## src/rtl/kt8_pkg.sv

```systemverilog
// Shared definitions for the KT8 memory-mapped I/O block: address decode bit,
// register offsets within the I/O window, STATUS bit positions and the UART
// FSM state encoding used by both the TX and RX paths.
package kt8_pkg;

  // Address bit that selects the I/O window (0x10-0x1F) over data RAM.
  localparam int unsigned IO_BASE_BIT = 4;

  // Register offsets within the I/O window.
  localparam logic [3:0] OffTxData  = 4'h0;
  localparam logic [3:0] OffStatus  = 4'h1;
  localparam logic [3:0] OffRxData  = 4'h2;
  localparam logic [3:0] OffGpioOut = 4'h3;
  localparam logic [3:0] OffGpioIn  = 4'h4;

  // STATUS register bit positions.
  localparam int unsigned StatTxFull   = 0;
  localparam int unsigned StatTxEmpty  = 1;
  localparam int unsigned StatRxValid  = 2;
  localparam int unsigned StatRxOvr    = 3;
  localparam int unsigned StatTxBusy   = 4;
  localparam int unsigned StatRxFrmErr = 5;

  typedef enum logic [1:0] {
    StIdle,
    StStart,
    StData,
    StStop
  } uart_st_e;

endpackage

```

## src/rtl/kt8_uart_rx.sv

```systemverilog
// 8N1 UART receiver.
// Ports:
//   clk_i, rst_ni   - clock, asynchronous active-low reset
//   rxd_i           - asynchronous serial input (idle high)
//   data_o          - received byte, valid while done_o is high
//   done_o          - one-cycle pulse after the stop-bit sample
//   frame_err_o     - qualifies done_o: stop bit read as 0, byte is bad
module kt8_uart_rx
  import kt8_pkg::*;
#(
  parameter int unsigned CLKS_PER_BIT = 16
) (
  input  logic       clk_i,
  input  logic       rst_ni,
  input  logic       rxd_i,
  output logic [7:0] data_o,
  output logic       done_o,
  output logic       frame_err_o
);

  localparam int unsigned CntW = $clog2(CLKS_PER_BIT);
  localparam logic [CntW-1:0] CntLast = CntW'(CLKS_PER_BIT - 1);
  localparam logic [CntW-1:0] CntHalf = CntW'(CLKS_PER_BIT / 2 - 1);

  logic [1:0]      sync_q;
  logic            prev_q;
  uart_st_e        state_q, state_d;
  logic [CntW-1:0] cnt_q, cnt_d;
  logic [2:0]      bit_q, bit_d;
  logic [7:0]      shift_q, shift_d;
  logic            done_q, done_d;
  logic            ferr_q, ferr_d;
  logic            rx_s;

  assign rx_s = sync_q[1];

  always_comb begin
    state_d = state_q;
    cnt_d   = cnt_q + CntW'(1);
    bit_d   = bit_q;
    shift_d = shift_q;
    done_d  = 1'b0;
    ferr_d  = 1'b0;
    case (state_q)
      StIdle: begin
        cnt_d = '0;
        if (prev_q && !rx_s) state_d = StStart;
      end
      StStart: begin
        // Half-bit check rejects glitches shorter than half a bit.
        if (cnt_q == CntHalf) begin
          cnt_d   = '0;
          bit_d   = '0;
          state_d = rx_s ? StIdle : StData;
        end
      end
      StData: begin
        if (cnt_q == CntLast) begin
          cnt_d   = '0;
          shift_d = {rx_s, shift_q[7:1]};
          bit_d   = bit_q + 3'd1;
          if (bit_q == 3'd7) state_d = StStop;
        end
      end
      StStop: begin
        if (cnt_q == CntLast) begin
          cnt_d   = '0;
          state_d = StIdle;
          done_d  = 1'b1;
          ferr_d  = !rx_s;
        end
      end
      default: state_d = StIdle;
    endcase
  end

  always_ff @(posedge clk_i or negedge rst_ni) begin
    if (!rst_ni) begin
      sync_q  <= 2'b11;
      prev_q  <= 1'b1;
      state_q <= StIdle;
      cnt_q   <= '0;
      bit_q   <= '0;
      shift_q <= '0;
      done_q  <= 1'b0;
      ferr_q  <= 1'b0;
    end else begin
      sync_q  <= {sync_q[0], rxd_i};
      prev_q  <= rx_s;
      state_q <= state_d;
      cnt_q   <= cnt_d;
      bit_q   <= bit_d;
      shift_q <= shift_d;
      done_q  <= done_d;
      ferr_q  <= ferr_d;
    end
  end

  assign data_o      = shift_q;
  assign done_o      = done_q;
  assign frame_err_o = ferr_q;

endmodule

```

## src/rtl/kt8_io.sv

```systemverilog
// KT8 memory-mapped I/O block for data addresses 0x10-0x1F: RAM write gating,
// read-data mux, 8N1 UART (TX FIFO + shifter, single RX holding register) and
// an 8-bit GPIO port.
// Ports:
//   clk_i, rst_ni        - clock, asynchronous active-low reset
//   address_i/data_i/we_i - CPU data port
//   data_o               - combinational read data to the CPU
//   ram_data_i/ram_we_o  - data RAM read data / gated write enable
//   txd_o/rxd_i          - UART lines
//   gpio_o/gpio_i        - GPIO output register / asynchronous inputs
module kt8_io
  import kt8_pkg::*;
#(
  parameter int unsigned CLKS_PER_BIT = 16,
  parameter int unsigned TX_DEPTH     = 4
) (
  input  logic       clk_i,
  input  logic       rst_ni,
  input  logic [4:0] address_i,
  input  logic [7:0] data_i,
  input  logic       we_i,
  output logic [7:0] data_o,
  input  logic [7:0] ram_data_i,
  output logic       ram_we_o,
  output logic       txd_o,
  input  logic       rxd_i,
  output logic [7:0] gpio_o,
  input  logic [7:0] gpio_i
);

  localparam int unsigned PtrW = $clog2(TX_DEPTH);
  localparam int unsigned CntW = $clog2(CLKS_PER_BIT);
  localparam logic [CntW-1:0] CntLast = CntW'(CLKS_PER_BIT - 1);

  logic       io_sel, wr_io;
  logic [3:0] off;

  assign io_sel   = address_i[IO_BASE_BIT];
  assign off      = address_i[3:0];
  assign wr_io    = we_i & io_sel;
  assign ram_we_o = we_i & ~io_sel;

  // TX FIFO
  logic [7:0]    fifo_q [TX_DEPTH];
  logic [PtrW-1:0] wr_ptr_q, rd_ptr_q;
  logic [PtrW:0]   fcnt_q, fcnt_d;
  logic            fifo_full, fifo_empty, push, pop;

  assign fifo_full  = (fcnt_q == (PtrW + 1)'(TX_DEPTH));
  assign fifo_empty = (fcnt_q == '0);
  assign push       = wr_io && (off == OffTxData) && !fifo_full;

  always_comb begin
    fcnt_d = fcnt_q;
    case ({push, pop})
      2'b10:   fcnt_d = fcnt_q + (PtrW + 1)'(1);
      2'b01:   fcnt_d = fcnt_q - (PtrW + 1)'(1);
      default: fcnt_d = fcnt_q;
    endcase
  end

  always_ff @(posedge clk_i) begin
    if (push) fifo_q[wr_ptr_q] <= data_i;
  end

  always_ff @(posedge clk_i or negedge rst_ni) begin
    if (!rst_ni) begin
      wr_ptr_q <= '0;
      rd_ptr_q <= '0;
      fcnt_q   <= '0;
    end else begin
      if (push) wr_ptr_q <= wr_ptr_q + PtrW'(1);
      if (pop)  rd_ptr_q <= rd_ptr_q + PtrW'(1);
      fcnt_q <= fcnt_d;
    end
  end

  // TX shifter; txd_q is the line itself so reset drives it high at once.
  uart_st_e        tx_state_q, tx_state_d;
  logic [CntW-1:0] tx_cnt_q, tx_cnt_d;
  logic [2:0]      tx_bit_q, tx_bit_d;
  logic [7:0]      tx_shift_q, tx_shift_d;
  logic            txd_q, txd_d;

  always_comb begin
    tx_state_d = tx_state_q;
    tx_cnt_d   = tx_cnt_q + CntW'(1);
    tx_bit_d   = tx_bit_q;
    tx_shift_d = tx_shift_q;
    txd_d      = txd_q;
    pop        = 1'b0;
    case (tx_state_q)
      StIdle: begin
        tx_cnt_d = '0;
        if (!fifo_empty) begin
          pop        = 1'b1;
          tx_shift_d = fifo_q[rd_ptr_q];
          tx_state_d = StStart;
          txd_d      = 1'b0;
        end
      end
      StStart: begin
        if (tx_cnt_q == CntLast) begin
          tx_cnt_d   = '0;
          tx_bit_d   = '0;
          tx_state_d = StData;
          txd_d      = tx_shift_q[0];
        end
      end
      StData: begin
        if (tx_cnt_q == CntLast) begin
          tx_cnt_d   = '0;
          tx_shift_d = {1'b0, tx_shift_q[7:1]};
          if (tx_bit_q == 3'd7) begin
            tx_state_d = StStop;
            txd_d      = 1'b1;
          end else begin
            tx_bit_d = tx_bit_q + 3'd1;
            txd_d    = tx_shift_q[1];
          end
        end
      end
      StStop: begin
        if (tx_cnt_q == CntLast) begin
          tx_cnt_d = '0;
          // Chain straight into the next start bit when more data is queued.
          if (!fifo_empty) begin
            pop        = 1'b1;
            tx_shift_d = fifo_q[rd_ptr_q];
            tx_state_d = StStart;
            txd_d      = 1'b0;
          end else begin
            tx_state_d = StIdle;
            txd_d      = 1'b1;
          end
        end
      end
      default: tx_state_d = StIdle;
    endcase
  end

  always_ff @(posedge clk_i or negedge rst_ni) begin
    if (!rst_ni) begin
      tx_state_q <= StIdle;
      tx_cnt_q   <= '0;
      tx_bit_q   <= '0;
      tx_shift_q <= '0;
      txd_q      <= 1'b1;
    end else begin
      tx_state_q <= tx_state_d;
      tx_cnt_q   <= tx_cnt_d;
      tx_bit_q   <= tx_bit_d;
      tx_shift_q <= tx_shift_d;
      txd_q      <= txd_d;
    end
  end

  assign txd_o = txd_q;

  // RX path and holding register
  logic [7:0] rx_byte;
  logic       rx_done, rx_ferr;

  kt8_uart_rx #(
    .CLKS_PER_BIT(CLKS_PER_BIT)
  ) u_rx (
    .clk_i      (clk_i),
    .rst_ni     (rst_ni),
    .rxd_i      (rxd_i),
    .data_o     (rx_byte),
    .done_o     (rx_done),
    .frame_err_o(rx_ferr)
  );

  logic [7:0] rxdata_q, rxdata_d;
  logic       rx_valid_q, rx_valid_d;
  logic       rx_ovr_q, rx_ovr_d;
  logic       rx_ferr_q, rx_ferr_d;
  logic       rx_clr;

  assign rx_clr = wr_io && (off == OffRxData);

  always_comb begin
    rxdata_d   = rxdata_q;
    rx_valid_d = rx_valid_q;
    rx_ovr_d   = rx_ovr_q;
    rx_ferr_d  = rx_ferr_q;
    if (rx_clr) begin
      rx_valid_d = 1'b0;
      rx_ovr_d   = 1'b0;
      rx_ferr_d  = 1'b0;
    end
    // A completing byte overrides a same-edge clear.
    if (rx_done) begin
      if (rx_ferr) begin
        rx_ferr_d = 1'b1;
      end else if (rx_valid_q && !rx_clr) begin
        rx_ovr_d = 1'b1;
      end else begin
        rxdata_d   = rx_byte;
        rx_valid_d = 1'b1;
      end
    end
  end

  // GPIO
  logic [7:0] gpio_out_q, gpio_s1_q, gpio_s2_q;

  always_ff @(posedge clk_i or negedge rst_ni) begin
    if (!rst_ni) begin
      rxdata_q   <= '0;
      rx_valid_q <= 1'b0;
      rx_ovr_q   <= 1'b0;
      rx_ferr_q  <= 1'b0;
      gpio_out_q <= '0;
      gpio_s1_q  <= '0;
      gpio_s2_q  <= '0;
    end else begin
      rxdata_q   <= rxdata_d;
      rx_valid_q <= rx_valid_d;
      rx_ovr_q   <= rx_ovr_d;
      rx_ferr_q  <= rx_ferr_d;
      if (wr_io && (off == OffGpioOut)) gpio_out_q <= data_i;
      gpio_s1_q  <= gpio_i;
      gpio_s2_q  <= gpio_s1_q;
    end
  end

  assign gpio_o = gpio_out_q;

  // Read mux
  logic [7:0] status, rd_io;

  always_comb begin
    status               = '0;
    status[StatTxFull]   = fifo_full;
    status[StatTxEmpty]  = fifo_empty;
    status[StatRxValid]  = rx_valid_q;
    status[StatRxOvr]    = rx_ovr_q;
    status[StatTxBusy]   = (tx_state_q != StIdle);
    status[StatRxFrmErr] = rx_ferr_q;
  end

  always_comb begin
    rd_io = '0;
    case (off)
      OffStatus:  rd_io = status;
      OffRxData:  rd_io = rxdata_q;
      OffGpioOut: rd_io = gpio_out_q;
      OffGpioIn:  rd_io = gpio_s2_q;
      default:    rd_io = '0;
    endcase
  end

  assign data_o = io_sel ? rd_io : ram_data_i;

endmodule

```

## config.mk

```make
export PLATFORM = sky130hd
export DESIGN_NAME = kt8_io
export DESIGN_NICKNAME = d
export VERILOG_FILES = /design/src/rtl/kt8_pkg.sv /design/src/rtl/kt8_uart_rx.sv /design/src/rtl/kt8_io.sv
export SDC_FILE = /design/constraint.sdc
export NUM_CORES = 1
export LEC_CHECK = 0
export ABC_AREA = 1
export ABC_CLOCK_PERIOD_IN_PS = 3300
export CORE_UTILIZATION = 48
export CTS_BUF_LIST = sky130_fd_sc_hd__clkbuf_4 sky130_fd_sc_hd__clkbuf_8
export DETAILED_ROUTE_END_ITERATION = 16
export PLACE_DENSITY = 0.81
export SYNTH_ARGS = -nofsm -noshare
export SYNTH_HDL_FRONTEND = slang
export SYNTH_SLANG_ARGS = --single-unit
```

## constraint.sdc

```tcl
create_clock -name clk_i -period 3.3 [get_ports clk_i]
set_clock_uncertainty 0.15 [all_clocks]
set_input_delay 0.66 -clock clk_i [delete_from_list [all_inputs] [get_ports clk_i]]
set_output_delay 0.66 -clock clk_i [all_outputs]
set_load 0.05 [all_outputs]
```

==> results_tabular.tex <==
\begin{tabular}{lr}
\hline
Metric & Value \\
\hline
\multicolumn{2}{l}{\textbf{Die}} \\
\quad Standard-cell row count & 37 \\
\quad Standard cell core area & 10,400 µm² \\
\quad Chip Height & 106 µm \\
\quad Chip Width & 106 µm \\
\quad Initial core utilization & 0.499 \\
\quad \# IOs & 51 \\
\quad Die area & 11,300 µm² \\
\multicolumn{2}{l}{\textbf{STA}} \\
\quad Final setup viols & 0 \\
\quad Worst Hold Slack & 196 ps \\
\quad Number of slew-limit violations in the final report & 0 \\
\quad Worst slew pin tran & 1010 ps \\
\quad Final total negative setup slack & 0 ps \\
\quad Share of the clock period used by the worst path after layout & 0.953 \\
\quad RSZ-0062 raised after global routing & no \\
\quad Peak Freq & 318 MHz \\
\quad Total count of hold-check failures in the final report & 0 \\
\quad Min Tclk post-route & 3150 ps \\
\quad Worst relative slew slack & 0.325 \\
\quad Final worst slack & 154 ps \\
\multicolumn{2}{l}{\textbf{Layout}} \\
\quad NumNets Final & 670 \\
\quad Area grow syn2layout & 21.2\% \\
\quad Final Instance Area & 6300 µm² \\
\quad Share of cells above drive strength 1 & 0.114 \\
\quad \# diodes & 0 \\
\quad Number of non-filler instances in the completed layout & 765 \\
\quad Final Util & 0.605 \\
\multicolumn{2}{l}{\textbf{Placed design}} \\
\quad Worst setup slack after placement & 187 ps \\
\quad GPL Wtd Cong & 0.820 \\
\quad Placed cell count & 733 \\
\quad Port-buffer cells & 50 \\
\quad Placed cell area & 5920 µm² \\
\quad Final HPWL DP & 7710 µm \\
\multicolumn{2}{l}{\textbf{Global routing}} \\
\quad GRT Max-Usage Layer & met2 \\
\quad Remaining Overflow, GRT & 0 \\
\quad Global-route wire length before repair & 18,100 µm \\
\quad GR Util met1 & 0.261 \\
\quad Vias in the first global route & 3,769 \\
\quad Largest net degree at the start of global routing & 83 \\
\quad Global routing met3 resource utilization & 0.0503 \\
\quad Initial antenna violation count & 0 \\
\quad M2 GR Usage & 0.353 \\
\quad Aggregate global-route resource usage & 0.212 \\
\multicolumn{2}{l}{\textbf{Power and ir drop}} \\
\quad Maximum VDD drop & 0.354 mV \\
\quad Leakage power of the design & 2.97 nW \\
\quad Final total power & 3.48 mW \\
\quad Ratio of total power to cell area & 552 nW/µm² \\
\multicolumn{2}{l}{\textbf{Flow run}} \\
\quad Number of violations of the max-capacitance limit & 0 \\
\multicolumn{2}{l}{\textbf{Clock network}} \\
\quad Clock latency at the later pin of the worst-skew pair & 420 ps \\
\quad Num CTS Buffers & 17 \\
\quad Number of clock sinks seen by CTS & 114 \\
\quad Count of buffers added by post-CTS timing repair for setup & 0 \\
\quad CTS tree & yes \\
\quad Gates resized, CTS repair & 0 \\
\quad H-Tree Depth & 4 \\
\quad Maximum buffer depth of the clock tree & 2 \\
\quad Clk slew on worst S/H paths & 70 ps \\
\quad CTS root buf & sky130\_fd\_sc\_hd\_\_clkbuf\_8 \\
\quad Number of buffers added to fix hold violations after cts & 0 \\
\multicolumn{2}{l}{\textbf{Detailed routing}} \\
\quad Vias per Instance & 5.12 \\
\quad Drc violations & 0 \\
\quad Number of violations reported at the end of detailed-routing iteration 0 & 208 \\
\quad Antenna-violating nets left & 0 \\
\quad Number of vias in the routed layout & 3,917 \\
\quad Avg WL per Cell & 14.4 µm \\
\quad Total length of routed wires & 11,000 µm \\
\quad Pre-antenna DRT Iters & 5 \\
\multicolumn{2}{l}{\textbf{Setup path}} \\
\quad Critical Path Start Type & primary input \\
\quad Required time of the worst setup path & 2490 ps \\
\quad Kind of end point of the critical path & primary output \\
\quad CP arrival & 2340 ps \\
\quad Most common cell type on the critical path & sky130\_fd\_sc\_hd\_\_nand2\_1 \\
\quad Number of buffer and inverter instances along the worst setup path & 3 \\
\quad Maximum fanout encountered on the critical timing path & 8 \\
\quad Critical path start-end classification & primary input to primary output \\
\quad Critical-path cell list & clkdlybuf4s50\_1 > inv\_1 > nor2\_1 > nand3\_1 > nand2\_1 > o21ai\_0 > nand2\_1 > buf\_12 \\
\quad Crit path max-delay family & buffers and inverters \\
\quad Worst setup slack for register-to-register paths & 620 ps \\
\quad Slowest stage delay, CP & 570 ps \\
\quad Crit-path slowest cell & sky130\_fd\_sc\_hd\_\_clkdlybuf4s50\_1 \\
\multicolumn{2}{l}{\textbf{Yosys}} \\
\quad Top post-synthesis cells by area & sky130\_fd\_sc\_hd\_\_dfrtp\_1, sky130\_fd\_sc\_hd\_\_edfxtp\_1, sky130\_fd\_sc\_hd\_\_nand2\_1 \\
\quad Count of flip-flops with a built-in enable after synthesis & 32 \\
\quad Post-synthesis instance area & 5200 µm² \\
\quad Sequential-to-total area share from yosys stat & 0.580 \\
\quad Synthesized netlist cell count & 552 \\
\quad Synth Net Count & 606 \\
\quad Top cell type by total area after synthesis & sky130\_fd\_sc\_hd\_\_dfrtp\_1 \\
\quad Async set or reset register ratio after synthesis & 0.719 \\
\quad Count of distinct cell types in the synthesized netlist & 34 \\
\quad Syn\_area\_per\_cell & 9.42 µm² \\
\quad Library cell with the highest instance count after synthesis & sky130\_fd\_sc\_hd\_\_nand2\_1 \\
\quad Area fraction of the dominant cell type after synthesis & 0.375 \\
\quad List of most frequent post-synthesis cells & sky130\_fd\_sc\_hd\_\_nand2\_1, sky130\_fd\_sc\_hd\_\_dfrtp\_1, sky130\_fd\_sc\_hd\_\_nand3\_1, sky130\_fd\_sc\_hd\_\_inv\_1, sky130\_fd\_sc\_hd\_\_edfxtp\_1 \\
\quad Synth warn & 0 \\
\quad Flip-flop cell with the highest count after synthesis & sky130\_fd\_sc\_hd\_\_dfrtp\_1 \\
\quad Flip-flop and latch count after synthesis & 114 \\
\multicolumn{2}{l}{\textbf{Outcome}} \\
\quad Status & complete, no violations \\
\multicolumn{2}{l}{\textbf{Worst hold path}} \\
\quad Hold/Removal Path Class & flop to flop \\
\hline
\end{tabular}
kinds of logic (layout without fill, tap and decap cells):
family | Yosys count | after routing | synth area share
buffers and inverters | 63 | 140 | 0.0515
AO/OA/AOI/OAI | 40 | 40 | 0.0467
flip-flops | 114 | 114 | 0.580
adder cells (fa/ha/maj) | 21 | 21 | 0.0520
AND/OR/NAND/NOR | 307 | 307 | 0.258
XOR/XNOR | 7 | 7 | 0.0118
state kept, by name (all words and copies together), names as in the netlist, 2 cells and up, named ones only:
signal and count:
tx_bit_q 3, tx_shift_q 8, gpio_s2_q 8, rd_ptr_q 2, rxdata_q 8, gpio_s1_q 8
fcnt_q 3, u_rx.cnt_q 4, u_rx.data_o 8, gpio_o 8, tx_cnt_q 4, tx_state_q 2
u_rx.bit_q 3, wr_ptr_q 2, u_rx.sync_q 2, fifo_q 32
final cells by class:
class	count	area [µm²]
flip-flops and latches	114	3020
multi-input cells	375	1910
fillers	833	4110
clock inverters	14	140
clock buffers	18	241
inverters	51	191
well taps	136	170
repair buffers	57	628
metal layers:
metal | vias to the layer above | wire (µm)
met3 | 24 | 551
met5 | - | 0
met4 | 0 | 293
met1 | 1855 | 4570
met2 | 121 | 5570
li1 | 1917 | -
power breakdown:
group / switching [mW] / internal, mW / total, mW
Clock: 0.565 / 0.672 / 1.24
Sequential: 0.0788 / 1.54 / 1.62
Combinational: 0.399 / 0.223 / 0.622
Total: 1.04 / 2.44 / 3.48
worst paths after layout:
kind                         startpoint       endpoint  cells past startpoint
setup / recovery           address_i[2]      data_o[4]                      8
hold / removal             gpio_s1_q[1]   gpio_s2_q[1]                      0
setup reg to reg            tx_cnt_q[0]      fcnt_q[2]                     11
hold reg to reg            gpio_s1_q[1]   gpio_s2_q[1]                      0
max in group asynchronous        rst_ni      gpio_o[5]                      1
min in group asynchronous        rst_ni  tx_shift_q[6]                      1
cells in the final DEF, fill, tap and decap left out, types with 4 or more instances in the layout:
cell,n
sky130_fd_sc_hd__inv_1,47
sky130_fd_sc_hd__a21oi_1,6
sky130_fd_sc_hd__clkinvlp_4,5
sky130_fd_sc_hd__nor3_1,4
sky130_fd_sc_hd__nor2_1,26
sky130_fd_sc_hd__clkinv_1,4
sky130_fd_sc_hd__o21ai_2,7
sky130_fd_sc_hd__buf_12,8
sky130_fd_sc_hd__nand2_1,188
sky130_fd_sc_hd__dfrtp_1,78
sky130_fd_sc_hd__clkdlybuf4s50_1,40
sky130_fd_sc_hd__clkbuf_8,17
sky130_fd_sc_hd__dfstp_2,4
sky130_fd_sc_hd__ha_1,20
sky130_fd_sc_hd__o21ai_0,21
sky130_fd_sc_hd__xor2_1,5
sky130_fd_sc_hd__buf_4,9
sky130_fd_sc_hd__nand3_1,72
sky130_fd_sc_hd__nand4_1,5
sky130_fd_sc_hd__edfxtp_1,32
Power figures use the tool's default switching activity.
